===== src/rtl/uart_pkg.sv =====
// Shared UART definitions: state encoding and frame geometry, reused by the transmitter and receiver.
package uart_pkg;

    typedef enum logic [1:0] {
        ST_IDLE  = 2'd0,
        ST_START = 2'd1,
        ST_DATA  = 2'd2,
        ST_STOP  = 2'd3
    } uart_state_e;

    // 8N1: one start bit, eight data bits, one stop bit
    localparam int unsigned FRAME_BITS = 10;
    localparam int unsigned DATA_BITS  = FRAME_BITS - 2;

endpackage


===== src/rtl/uart_baud_tick.sv =====
// Bit-period counter: counts 0..CLKS_PER_BIT-1 and flags the terminal cycle of each period.
module uart_baud_tick #(
    parameter int unsigned CLKS_PER_BIT = 5208
) (
    input  logic clk,
    input  logic rst,
    input  logic clear,
    output logic tick
);

    localparam logic [15:0] LAST_COUNT = 16'(CLKS_PER_BIT - 1);

    logic [15:0] cnt_r;

    // Period counter, wraps at the terminal count or when cleared
    always_ff @(posedge clk or posedge rst) begin
        if (rst) begin
            cnt_r <= 16'd0;
        end else if (clear || (cnt_r == LAST_COUNT)) begin
            cnt_r <= 16'd0;
        end else begin
            cnt_r <= cnt_r + 16'd1;
        end
    end

    assign tick = (cnt_r == LAST_COUNT);

endmodule


===== src/rtl/uart_tx.sv =====
// 8N1 UART transmitter, LSB first, with registered tx/busy/done and back-to-back frame support.
module uart_tx
    import uart_pkg::*;
#(
    parameter int unsigned CLKS_PER_BIT = 5208
) (
    input  logic       clk,
    input  logic       rst,
    input  logic       tx_start,
    input  logic [7:0] tx_data,
    output logic       tx,
    output logic       busy,
    output logic       done
);

    localparam logic [2:0] LAST_BIT = 3'(DATA_BITS - 1);

    uart_state_e state_r, state_s;
    logic [7:0]  shift_r, shift_s;
    logic [2:0]  bit_idx_r, bit_idx_s;
    logic        tx_s, busy_s, done_s;
    logic        tick_s;
    logic        clear_s;

    // The counter rests at zero in IDLE so a start bit always gets a full period
    assign clear_s = (state_r == ST_IDLE);

    uart_baud_tick #(
        .CLKS_PER_BIT(CLKS_PER_BIT)
    ) u_baud_tick (
        .clk  (clk),
        .rst  (rst),
        .clear(clear_s),
        .tick (tick_s)
    );

    // State and output registers
    always_ff @(posedge clk or posedge rst) begin
        if (rst) begin
            state_r   <= ST_IDLE;
            shift_r   <= 8'h00;
            bit_idx_r <= 3'd0;
            tx        <= 1'b1;
            busy      <= 1'b0;
            done      <= 1'b0;
        end else begin
            state_r   <= state_s;
            shift_r   <= shift_s;
            bit_idx_r <= bit_idx_s;
            tx        <= tx_s;
            busy      <= busy_s;
            done      <= done_s;
        end
    end

    // Next-state and next-output logic
    always_comb begin
        state_s   = state_r;
        shift_s   = shift_r;
        bit_idx_s = bit_idx_r;
        tx_s      = tx;
        busy_s    = busy;
        done_s    = 1'b0;
        case (state_r)
            ST_IDLE: begin
                if (tx_start) begin
                    state_s   = ST_START;
                    shift_s   = tx_data;
                    bit_idx_s = 3'd0;
                    tx_s      = 1'b0;
                    busy_s    = 1'b1;
                end else begin
                    tx_s   = 1'b1;
                    busy_s = 1'b0;
                end
            end
            ST_START: begin
                if (tick_s) begin
                    state_s = ST_DATA;
                    tx_s    = shift_r[0];
                end else begin
                    tx_s = 1'b0;
                end
            end
            ST_DATA: begin
                if (tick_s && (bit_idx_r == LAST_BIT)) begin
                    state_s = ST_STOP;
                    tx_s    = 1'b1;
                end else if (tick_s) begin
                    shift_s   = {1'b0, shift_r[7:1]};
                    bit_idx_s = bit_idx_r + 3'd1;
                    tx_s      = shift_r[1];
                end else begin
                    tx_s = shift_r[0];
                end
            end
            ST_STOP: begin
                // A request at the end of the stop bit chains straight into the next start bit
                if (tick_s && tx_start) begin
                    state_s   = ST_START;
                    shift_s   = tx_data;
                    bit_idx_s = 3'd0;
                    tx_s      = 1'b0;
                    busy_s    = 1'b1;
                    done_s    = 1'b1;
                end else if (tick_s) begin
                    state_s = ST_IDLE;
                    tx_s    = 1'b1;
                    busy_s  = 1'b0;
                    done_s  = 1'b1;
                end else begin
                    tx_s = 1'b1;
                end
            end
            default: begin
                state_s   = ST_IDLE;
                shift_s   = 8'h00;
                bit_idx_s = 3'd0;
                tx_s      = 1'b1;
                busy_s    = 1'b0;
                done_s    = 1'b0;
            end
        endcase
    end

endmodule

===== config.mk =====
export PLATFORM = sky130hd
export DESIGN_NAME = uart_tx
export DESIGN_NICKNAME = d
export VERILOG_FILES = /design/src/rtl/uart_pkg.sv /design/src/rtl/uart_baud_tick.sv /design/src/rtl/uart_tx.sv
export SDC_FILE = /design/constraint.sdc
export NUM_CORES = 1
export LEC_CHECK = 0
export ABC_CLOCK_PERIOD_IN_PS = 4130
export BUFFER_PORTS_ARGS = -buffer_cell sky130_fd_sc_hd__buf_4
export CAP_MARGIN = 40
export CORE_MARGIN = 1.5
export CORE_UTILIZATION = 63
export CTS_CLUSTER_SIZE = 12
export DETAILED_ROUTE_END_ITERATION = 8
export HOLD_SLACK_MARGIN = 0.12
export PLACE_DENSITY = 0.94
export SYNTH_ARGS = -nofsm -noshare
export SYNTH_HDL_FRONTEND = slang
export SYNTH_SLANG_ARGS = --single-unit
export TNS_END_PERCENT = 100

===== constraint.sdc =====
create_clock -name clk -period 4.13 [get_ports clk]
set_clock_uncertainty 0.15 [all_clocks]
set_input_delay 0.6195 -clock clk [delete_from_list [all_inputs] [get_ports clk]]
set_output_delay 0.6195 -clock clk [all_outputs]
set_load 0.02 [all_outputs]

== Word-level counts from Yosys, hierarchy flattened ==
Index checks and enable logic that the tools add are counted.
Widths: inputs -> output; s select.
Word-level totals
  register bits after elaboration: 32
  input bits: 11
  output and inout bits: 3
  word-level logic and storage cells: 60
Operators by class
  add/sub/neg operators: 2
  equal/unequal tests: 12
  mux-type cells: 30
  reductions and logical operators: 9
Operators by type and width (number)
  $mux 8: 4
  $pmux 8 s3: 1
  $add 16x1->16 const B: 1
  $eq 16x13->1 const B: 1
  $mux 16: 1
  $mux 3: 4
  $ne 2x2->1 const B: 6
  $mux 1: 11
  $mux 2: 5
  $pmux 3 s3: 1
  $pmux 2 s4: 1
  $reduce_and 5->1: 1
  $eq 2x2->1 const B: 2
  $pmux 1 s4: 1
  $reduce_and 4->1: 1
  $add 3x1->3 const B: 1
  $eq 3x3->1 const B: 1
  $ne 3x3->1 const B: 1
  $reduce_bool 3->1: 1
  $eq 2x1->1 const B: 1
  $logic_and 1x1->1: 2
  $logic_not 2->1: 1
  $pmux 1 s2: 1
  $reduce_and 2->1: 1
  other kinds (2): 2

== Depth between registers and ports, before layout ==
  word-level depth: 4
  mapped depth: 8
  depth with buffers taken out: 7

== Hierarchy ==
A second synthesis with hierarchy kept.
Unflattened totals
  cell total of the unflattened synthesis: 159
  area, all modules: 1755.4 um^2
By module, submodules not included
  uart_tx: times used 1, cells each 77, area each 957.2 um^2, seq. area each 401.6 um^2
  uart_baud_tick: times used 1, cells each 82, area each 798.3 um^2, seq. area each 400.4 um^2

== Worst setup path before layout ==
OpenSTA, ideal clock, no wires.
  kind: register to register
  start point: register u_baud_tick.cnt_r[7]
  end point: register bit_idx_r[0]
  library setup time: 0.127 ns
  arrival: 1.982 ns
  data required time: 3.853 ns
  path slack: 1.871 ns
  stages on the path, launching flop included: 6
  path buffers: 1
  clock period less this slack: 2.259 ns
  cell sequence: dfrtp_1 > or4b_4 > nor4_4 > o221a_4 > buf_6 > mux2_1
On the way
  cells in the longest elaborated chain, start to end: 4
  elaborated cells between the ends (all ways): 7
  those cells by class: eq/ne (4); reduce/logical (3)
RTL lines
  from (decl): RTL line uart_baud_tick.sv:13  | logic [15:0] cnt_r;
  from (signal assigned): RTL line uart_baud_tick.sv:22  | cnt_r <= cnt_r + 16'd1;
  $eq 16x13->1 *: RTL line uart_baud_tick.sv:26  | assign tick = (cnt_r == LAST_COUNT);
  $logic_and 1x1->1 (on tied branches): RTL line uart_tx.sv:99, uart_tx.sv:86
  $ne 2x2->1 (no source line)
  $reduce_and 5->1 (no source line) *
  to (signal assigned): RTL line uart_tx.sv:49  | bit_idx_r <= bit_idx_s;
  to (decl): RTL line uart_tx.sv:20  | logic [2:0] bit_idx_r, bit_idx_s;
Mark *: on every way between the ends. The rest lies on a longest branch, timed or not.
A chain may end at the register's enable or synchronous reset.

== Worst setup path after layout ==
Ends and elaborated chain as after synthesis.

==> metrics.md <==
| Metric | Value |
|---|---|
| Outcome | finished clean |
| DP HPWL | 2.353 mm |
| Layout fillers | 172 |
| Num CTS Buffers | 5 |
| Gate Count Post-Synth | roughly 170 |
| Vias/cell | about 5.9 |
| Path depth of the worst reg2reg path | 4 |
| First-pass GRT wire length | 5.582 mm |
| Main combinational cell family by area after synthesis | simple AND/OR/NAND/NOR gates |
| Power per cell area | a little over 600 nW/um^2 |
| Max IR drop VDD | a little under 0.6 mV |
| Root buf cell | clkbuf_4 |
| CP Launch Type | register |
| Xor and xnor fraction of the mapped netlist area | 5.678% |
| Final Util | about three quarters |
| Largest net degree at the start of global routing | 33 |
| Simple-gate share of the synthesized area | 21.02% |
| Flop-to-flop setup slack | about 1700 ps |
| Setup bufs post-CTS | 0 |
| DR pass1 iterations | 4 |
| Adder-cell area share of the yosys netlist | approximately 5.2% |
| Final count of hold timing violations | 0 |
| Slew HR | between 50% and 60% |
| Seq cells post-synth | 32 |
| Final Setup Violations | 0 |
| Final #Nets | 201 |
| Die Span Y | around 55 um |
| R2R Path End | bit_idx_r[0] |
| Antenna diode count | 0 |
| H-tree levels | 2 |
| F_max | a little over 0.4 GHz |
| Synth area leader | dfrtp_1 |
| DIE AREA | ~3000 sq um |
| Worst min-delay path class | in -> async |
| Iter 0 DRT Violations | 39 |
| Setup crit end kind | register |
| Crit path DAT | roughly 2500 ps |
| Hold buffers post-CTS | 0 |
| # IOs | 14 |
| Antenna Nets Post-Route | 0 |
| Clock Latency Late Sink | around 350 ps |
| Core footprint | 2522 sq um |
| Total grt overflow | 0 |
| Area growth, synth to finish | 9.513% |
| CP Data Required Time | between 4000 and 5000 ps |
| Clk buf depth | 2 |
| Hold WS | roughly 190 ps |
| Ranking of synthesized cells by area | dfrtp_1 46%, mux2i_1 5.3%, ha_1 5.2% |
| Via count | 1,266 |
| CTS tree | done |
| Routed wire length | approximately 3.3 mm |
| Die W | between 50 and 60 um |
| Compound-cell area share of the yosys netlist | 9.071% |
| Vias in the first global route | around 1,300 |
| YS warnings | 0 |
| Fraction of layout cells with a size suffix above 1 | 17.93% |
| # DRC | 0 |
| Mux contribution to synthesized area | 7.301% |
| Sequential area share after synthesis | a little under half |
| Post-synth top area share | 45.72% |
| Final worst-path cycle share | 58.78% |
| Mapped Area | between 1500 and 2000 sq um |
| Clock transition at the registers of the reported paths | approximately 110 ps |
| Initial antenna violation count | 0 |
| Start of the worst register-to-register path | u_baud_tick.cnt_r[7] |
| Post-cts sizing count | 0 |
| Power Total | roughly 1.2 mW |
| WL/cell | approximately 15 um |
| LEAKAGE | roughly 0.86 nW |
| Slew Viols, Final | 0 |
| Initial Util | 67.26% |
| Rows | 18 |
| Measured slew at the worst slew-check pin | ~650 ps |
| Post-route minimum period | 2428 ps |
| GP Congestion | about 0.75 |
| Worst Setup Path Type | reg -> reg |
| Port Buf Inserts | 13 |
| Synth Net Count | around 190 |
| Crit-path max FO | 21 |
| Count of cell types in the netlist | 37 |
| Avg Cell Area, Syn | roughly 10 sq um |
| RSZ-0062 raised after global routing | false |
| Clock Sinks | 32 |
| Max-cap violations | 0 |
| Setup_tns | 0 ps |
| GRT Resource Usage Total | roughly 27% |
## critical path, stage by stage, from the launching register on
cell	delay (ps)
dfrtp_1	440
or4b_4	570
nor4_4	430
o221a_4	380
mux2_1	350
## state kept, by name (all words and copies together), names as in the netlist
signal             count
u_baud_tick.cnt_r     16
shift_r                8
bit_idx_r              3
state_r                2
busy                   1
done                   1
tx                     1
## final cells by class
class / count / area [sq um] / area share (%)
Multi-Input combinational cell: 121 / 818.3 / 44.04
Sequential cell: 32 / 802.0 / 43.17
Timing Repair Buffer: 14 / 105.1 / 5.657
Clock buffer: 6 / 51.30 / 2.761
Tap cell: 30 / 37.54 / 2.020
Inverter: 9 / 33.78 / 1.818
Clock inverter: 2 / 10.01 / 0.5387
## where the power goes
group	total (mW)	leakage, nW	switching [mW]	internal (mW)
clock	0.196	0.0380	0.115	0.0809
combinational	0.493	0.412	0.281	0.212
sequential	0.469	0.410	0.0657	0.403
## worst max-delay path by stage
stage / from / to / slack [ps] / depth (start not counted)
global route: state_r[0] / bit_idx_r[0] / 1550 / 5
detailed placement: u_baud_tick.cnt_r[7] / bit_idx_r[0] / 1720 / 4
floorplan: u_baud_tick.cnt_r[7] / bit_idx_r[0] / 1870 / 5
finish: u_baud_tick.cnt_r[7] / bit_idx_r[0] / 1700 / 4
global placement: u_baud_tick.cnt_r[7] / bit_idx_r[0] / 1790 / 4
CTS: u_baud_tick.cnt_r[7] / bit_idx_r[0] / 1710 / 4
## metrics by stage
stage	instances	instance area, sq um	worst slack [ps]
finish	214	1858	1702
floorplan	168	1697	1871
CTS	214	1858	1712
global placement	206	1797	1791
detailed placement	206	1797	1723
global route	214	1858	1547
## kinds of logic (layout without fill, tap and decap cells)
| kind of cell | after synthesis | count (layout) |
|---|---|---|
| flops | 32 | 32 |
| compound gates | 26 | 26 |
| simple gates | 65 | 65 |
| fa+ha+maj | 7 | 7 |
| buf+inv | 15 | 31 |
| mux | 12 | 12 |
| xor+xnor | 11 | 11 |
## cell usage in the layout (no fill, tap or decap), types with 3 or more instances in the layout
master | netlist | final
nand2_1 | 9 | 9
ha_1 | 7 | 7
nand4_1 | 3 | 3
nor2_1 | 23 | 23
o21ai_0 | 9 | 9
dfrtp_1 | 31 | 31
inv_1 | 9 | 9
nor4_1 | 3 | 3
nand3_1 | 5 | 5
and3_1 | 4 | 4
clkbuf_4 | 0 | 5
mux2i_1 | 9 | 9
a21oi_1 | 13 | 13
xor2_1 | 9 | 9
buf_4 | 3 | 14
or3_1 | 4 | 4
## cell usage after synthesis (all sizes together)
| master | n |
|---|---|
| dfrtp | 31 |
| nor2 | 23 |
| a21oi | 13 |
| inv | 9 |
| mux2i | 9 |
| nand2 | 9 |
| o21ai | 9 |
| xor2 | 9 |
| ha | 7 |
| and3 | 6 |
| buf | 5 |
| nand3 | 5 |
| nor4 | 4 |
| or3 | 4 |
| mux2 | 3 |
| nand4 | 3 |
| nand4b | 2 |
| nor3 | 2 |
| xnor2 | 2 |
| a311oi | 1 |
| a31o | 1 |
| and2 | 1 |
| and4 | 1 |
| clkbuf | 1 |
| dfstp | 1 |
| nand3b | 1 |
| nor2b | 1 |
| o221a | 1 |
| o22ai | 1 |
| or2 | 1 |
| or4 | 1 |
| or4b | 1 |
## routing by layer
layer	share of wire [%]	track usage (%)	routed length [um]
met1	43	33.51	1428
met2	50	43.06	1658
met3	4.4	6.452	146
met4	2.1	17.07	68
met5	0	0	0
(Power assumes the default switching activity.)
